**config.mk**
```make
export PLATFORM = sky130hd
export DESIGN_NAME = fetch_stage
export DESIGN_NICKNAME = d
export VERILOG_FILES = /design/src/rtl/fetch_pkg.sv /design/src/rtl/pc_next_sel.sv /design/src/rtl/fetch_stage.sv
export SDC_FILE = /design/constraint.sdc
export NUM_CORES = 1
export LEC_CHECK = 0
export CORE_ASPECT_RATIO = 0.8
export CORE_MARGIN = 2
export CORE_UTILIZATION = 48
export DETAILED_ROUTE_END_ITERATION = 8
export GPL_TIMING_DRIVEN = 0
export PLACE_DENSITY = 0.87
export SLEW_MARGIN = 20
export SYNTH_ARGS = -nofsm -noshare
export SYNTH_HDL_FRONTEND = slang
export SYNTH_SLANG_ARGS = --single-unit
```
**constraint.sdc**
```tcl
create_clock -name clk -period 4 [get_ports clk]
set_input_delay 0.6 -clock clk [delete_from_list [all_inputs] [get_ports clk]]
set_output_delay 0.6 -clock clk [all_outputs]
set_load 0.05 [all_outputs]
```
**src/rtl/fetch_pkg.sv**
```systemverilog
// Shared constants and state encoding for the instruction-fetch stage.
// Imported by fetch_stage and pc_next_sel.
package fetch_pkg;

    // Default datapath width and reset vector of the fetch stage.
    localparam int          XLEN_DEFAULT     = 32;
    localparam logic [31:0] RESET_PC_DEFAULT = 32'h0000_0000;

    // Byte distance between consecutive instruction words.
    localparam int          PC_INC           = 4;

    // Fetch FSM encoding, kept as plain 2-bit constants so older code that
    // compares raw state bits keeps working.
    localparam logic [1:0] ST_FETCH   = 2'd0;  // issue request for pc_q
    localparam logic [1:0] ST_WAIT    = 2'd1;  // one request outstanding
    localparam logic [1:0] ST_HOLD    = 2'd2;  // output held by stallF
    localparam logic [1:0] ST_DISCARD = 2'd3;  // drain a redirected request

    typedef enum logic [1:0] {
        FETCH   = ST_FETCH,
        WAIT    = ST_WAIT,
        HOLD    = ST_HOLD,
        DISCARD = ST_DISCARD
    } fetch_state_e;

endpackage

```
**src/rtl/pc_next_sel.sv**
```systemverilog
// Next-PC selection for the fetch stage.
// Ports:
//   pc_q          current fetch PC
//   branch_taken  decode asks for a branch redirect (highest priority)
//   branch_target branch destination (bits [1:0] ignored)
//   jump          decode asks for a jump redirect
//   jump_target   jump destination (bits [1:0] ignored)
//   redirect      either redirect is requested this cycle
//   pc_plus4      sequential successor of pc_q, wrapping modulo 2^W
//   target        word-aligned redirect destination, branch over jump
module pc_next_sel
    import fetch_pkg::*;
#(
    parameter int W = XLEN_DEFAULT
) (
    input  logic [W-1:0] pc_q,
    input  logic         branch_taken,
    input  logic [W-1:0] branch_target,
    input  logic         jump,
    input  logic [W-1:0] jump_target,
    output logic         redirect,
    output logic [W-1:0] pc_plus4,
    output logic [W-1:0] target
);

    logic [W-1:0] raw_target;

    assign redirect   = branch_taken | jump;
    assign pc_plus4   = pc_q + W'(PC_INC);
    assign raw_target = branch_taken ? branch_target : jump_target;
    // Instructions are word aligned; the low two bits are forced to zero.
    assign target     = raw_target & ~W'(3);

endmodule

```
**src/rtl/fetch_stage.sv**
```systemverilog
// Instruction-fetch stage: owns the PC, issues one request at a time to
// instruction memory and presents the fetched word to the IF/ID latch.
// Ports:
//   clk, rst                  rising-edge clock, synchronous active-high reset
//   stallF                    hazard unit holds the delivered instruction
//   branch_taken/branch_target  branch redirect from decode
//   jump/jump_target          jump redirect from decode
//   imem_req/imem_addr        request pulse and address to instruction memory
//   imem_rvalid/imem_rdata    response strobe and instruction word
//   instrF/pcplus4F/validF    delivered instruction, its PC+4, and valid flag
//   dbg_state                 current FSM state (fetch_pkg ST_* encoding)
//
// Memory handshake: imem_req is a single-cycle pulse in FETCH carrying
// imem_addr. Exactly one imem_rvalid strobe answers each request, one or more
// cycles later, and no new request is issued until it has arrived. Delivery
// handshake: validF=1 offers instrF/pcplus4F; it is taken on any cycle with
// stallF=0, and validF drops at the next edge unless a new word is captured
// on that same edge.
module fetch_stage #(
    parameter int               XLEN     = fetch_pkg::XLEN_DEFAULT,
    parameter logic [XLEN-1:0]  RESET_PC = XLEN'(fetch_pkg::RESET_PC_DEFAULT)
) (
    input  logic            clk,
    input  logic            rst,
    input  logic            stallF,
    input  logic            branch_taken,
    input  logic [XLEN-1:0] branch_target,
    input  logic            jump,
    input  logic [XLEN-1:0] jump_target,
    output logic            imem_req,
    output logic [XLEN-1:0] imem_addr,
    input  logic            imem_rvalid,
    input  logic [XLEN-1:0] imem_rdata,
    output logic [XLEN-1:0] instrF,
    output logic [XLEN-1:0] pcplus4F,
    output logic            validF,
    output logic [1:0]      dbg_state
);
    import fetch_pkg::*;

    localparam logic [XLEN-1:0] RESET_PC_ALIGNED = RESET_PC & ~XLEN'(3);

    logic [1:0]      state, state_nxt;
    logic [XLEN-1:0] pc_q, pc_nxt;
    logic [XLEN-1:0] instr_nxt, pc4_nxt;
    logic            valid_nxt;
    logic            capture;

    logic            redirect;
    logic [XLEN-1:0] pc_plus4;
    logic [XLEN-1:0] target;

    pc_next_sel #(.W(XLEN)) u_pc_next_sel (
        .pc_q          (pc_q),
        .branch_taken  (branch_taken),
        .branch_target (branch_target),
        .jump          (jump),
        .jump_target   (jump_target),
        .redirect      (redirect),
        .pc_plus4      (pc_plus4),
        .target        (target)
    );

    assign imem_req  = (state == ST_FETCH) && !rst;
    assign imem_addr = pc_q;
    assign dbg_state = state;

    // A response is only kept when it answers a live request and no redirect
    // arrives on the same cycle; a redirect makes that word stale.
    assign capture = (state == ST_WAIT) && imem_rvalid && !redirect;

    always_comb begin
        state_nxt = state;
        pc_nxt    = pc_q;
        instr_nxt = instrF;
        pc4_nxt   = pcplus4F;
        valid_nxt = validF;

        if (validF && !stallF) begin
            valid_nxt = 1'b0;
        end

        case (state)
            ST_FETCH:   state_nxt = ST_WAIT;
            ST_WAIT:    if (imem_rvalid) state_nxt = stallF ? ST_HOLD : ST_FETCH;
            ST_HOLD:    if (!stallF) state_nxt = ST_FETCH;
            ST_DISCARD: if (imem_rvalid) state_nxt = ST_FETCH;
            default:    state_nxt = ST_FETCH;
        endcase

        // Capture takes precedence over consumption on the same edge.
        if (capture) begin
            instr_nxt = imem_rdata;
            pc4_nxt   = pc_plus4;
            pc_nxt    = pc_plus4;
            valid_nxt = 1'b1;
        end

        // Redirect overrides stall and any capture. While a request is still
        // in flight the stage must drain it in DISCARD before issuing again;
        // if the response lands this very cycle there is nothing left to drain.
        if (redirect) begin
            pc_nxt    = target;
            valid_nxt = 1'b0;
            instr_nxt = '0;
            case (state)
                ST_FETCH:   state_nxt = ST_DISCARD;
                ST_WAIT:    state_nxt = imem_rvalid ? ST_FETCH : ST_DISCARD;
                ST_DISCARD: state_nxt = imem_rvalid ? ST_FETCH : ST_DISCARD;
                default:    state_nxt = ST_FETCH;
            endcase
        end
    end

    always_ff @(posedge clk) begin
        if (rst) begin
            state    <= ST_FETCH;
            pc_q     <= RESET_PC_ALIGNED;
            instrF   <= '0;
            pcplus4F <= '0;
            validF   <= 1'b0;
        end else begin
            state    <= state_nxt;
            pc_q     <= pc_nxt;
            instrF   <= instr_nxt;
            pcplus4F <= pc4_nxt;
            validF   <= valid_nxt;
        end
    end

endmodule

```
==> metrics.txt <==
most frequent cells in the layout clkdlybuf4s50_1 (192), nand2_1 (109), dfxtp_1 (95), nor2_1 (45), a21oi_1 (38); design area 0.00755 mm^2; final hold vios 0; core area approximately 0.010 mm^2; Setup CP Type input pin to output port; Final GP Congestion between 1 and 1.5; share of cells above drive strength 1 6.51%; I/O pins between 200 and 250; count of standard-cell rows 33; Max Slew Vio Count 0; Setup Buffers After CTS 0; drt wl/cell 22.2 um; Die Wd 119 um; biggest area consumer among synthesized cells dfxtp_1; port bufs roughly 190; most common cell after layout, fill and taps aside clkdlybuf4s50_1; Crit path required time 3.40 ns; global-route wire length before repair about 33000 um; cts bufs inserted 9; P_leak between 2 and 3 nW; routed wire length 22200 um; initial antenna violation count 0; DR pass1 iterations 6; met2 Track Usage GR 59.2%; Yosys cell types 65; CP arrival around 3 ns; total number of vias 6341; largest net degree at the start of global routing 17; FF+latch count, synth 95; vias in the first global route 5980; Residual DRC 0; TNS Setup 0 ns; synthesized instance count 650; ys async rst share 0%; TritonCTS clock tree done; worst min-delay path startpoint instrF[8]; status finished, final reports clean; clock latency on the worst-skew pair 0.35 ns; fin nets 959; DR vias/cell 6.34; Setup crit end kind output port; GRT Total Usage between 30 and 40%; Worst-path clk slew 0.07 ns; Post-synth EDFFs 0; Critical Path Start Type input pin; post_cts resized 0; grt met3 use ~8.4%; Worst Max-Slew Pin Slew roughly 1 ns; max frequency 278 MHz; Setup Skew between 0.008 and 0.009 ns; area fraction of the dominant cell type after synthesis 37.3%; Crit path top cell by count clkbuf_1; Mapped Area 0.00510 mm^2; Place WS 0.482 ns; CTS Hold Bufs 0; CTS max path bufs 2; root buf cell clkbuf_16; Post-DP Area 0.00721 mm^2; setup ws final roughly 0.41 ns; Final HPWL DP 16700 um; RSZ-0062 raised after global routing false; Synth Warn # 0; max-cap check violation count 0; Worst Hold Class flop to flop; met1 usage in global routing 48.6%; Most used DFF post-synth dfxtp_1; Setup Viol. Count Final 0; final period utilization between 80% and 90%; register area share after synthesis 37.3%; Die Y 96.2 um; die area 0.0115 mm^2; Critical R2R Launch dbg_state[0]; minimum clock period 3.59 ns; H-tree levels 3; P&R area growth vs syn 48.1%; Avg Cell Area, Syn 7.85 um^2; Slowest-stage cell, CP clkdlybuf4s50_1; Max VDD drop about 0.00026 V; Post-DRT Antenna Nets 0; GRT Max-Usage Layer met2; Initial DRC Count 702; Synth area leaders dfxtp_1 (37%), nand2_1 (8.0%), a21oi_1 (3.7%); CTS sink cnt between 90 and 100; critical path peak fanout 10; power per cell area 347 mW/mm^2; # fillers 756; max incr delay on CP 0.73 ns; Max-Slew Margin vs Limit between 30 and 40%; Ant. Diodes 0; Initial Util 49.6%; crit path launch rst; grt ovf 0; worst path cell trace clkbuf_1 > clkbuf_1 > clkbuf_1 > nor3_1 > clkdlybuf4s50_1
path summary, 6_finish.rpt:
check,endpoint,slack [ns],cells past startpoint
hold reg to reg,instrF[8],0.46,2
setup reg to reg,imem_addr[25],1.48,6
setup / recovery,imem_req,0.41,5
hold / removal,instrF[8],0.46,2
layer usage:
metal  vias up  routed length [um]
met4         0                 849
met5         -                   0
li1       2794                   -
met1      2962                8770
met3        89                2620
met2       496                9950
flip-flops by register name, summed over array words and instances (netlist names):
signal,cells
instrF,32
imem_addr,30
pcplus4F,30
validF,1
dbg_state,2
report_power, final:
part	internal, mW	total [mW]	switching, mW
registers	0.982	1.04	0.0555
logic	0.222	0.565	0.343
clock network	0.615	1.01	0.400
total	1.82	2.62	0.798
worst max-delay path: cells and delay by family:
family | cells | cell delay, ns
buf+inv | 4 | 2.27
simple gates | 1 | 0.10
kinds of logic (layout without fill, tap and decap cells):
| family | count (synthesis) | after routing | share of synthesized area [%] |
|---|---|---|---|
| compound gates | 169 | 169 | 23.0 |
| xor+xnor | 18 | 18 | 3.09 |
| fa+ha+maj | 1 | 1 | 0.245 |
| buf+inv | 77 | 284 | 6.60 |
| flops | 95 | 95 | 37.3 |
| mux | 1 | 1 | 0.196 |
| other cells | 1 | 4 | 0.0735 |
| simple gates | 288 | 288 | 29.5 |
per-stage QoR:
step	hold slack [ns]	util, %	power, mW	cells
floorplan	0.671	-	1.35	653
global placement	0.442	70.1	1.59	985
detailed placement	0.449	70.1	1.60	985
CTS	0.460	73.4	2.59	1000
global route	0.475	73.4	2.68	1000
finish	0.460	73.4	2.62	1000
layout make-up:
class / count / area [um^2] / share of cell area (%)
Multi-Input combinational cell: 481 / 2870 / 38.0
Timing Repair Buffer: 192 / 1920 / 25.5
Sequential cell: 95 / 1900 / 25.2
Buffer: 61 / 277 / 3.66
Clock buffer: 9 / 225 / 2.98
Tap cell: 140 / 175 / 2.32
Clock inverter: 6 / 118 / 1.56
Inverter: 16 / 60.1 / 0.795
synth_stat cells (all sizes together) (3+ instances only):
cell,number
nand2,110
dfxtp,95
nor2,45
a21oi,38
clkbuf,35
buf,26
nand4,24
o21ai,21
nand3,19
nor3,19
a211oi,18
xnor2,16
inv,15
o211ai,15
o311ai,15
and3,14
nor4,14
a311oi,11
a22oi,9
or3,9
a31oi,8
and2,8
o22ai,8
and4,7
nor2b,4
o2111ai,4
or4,4
a31o,3
Note: power is estimated with default switching activity, not from simulation.
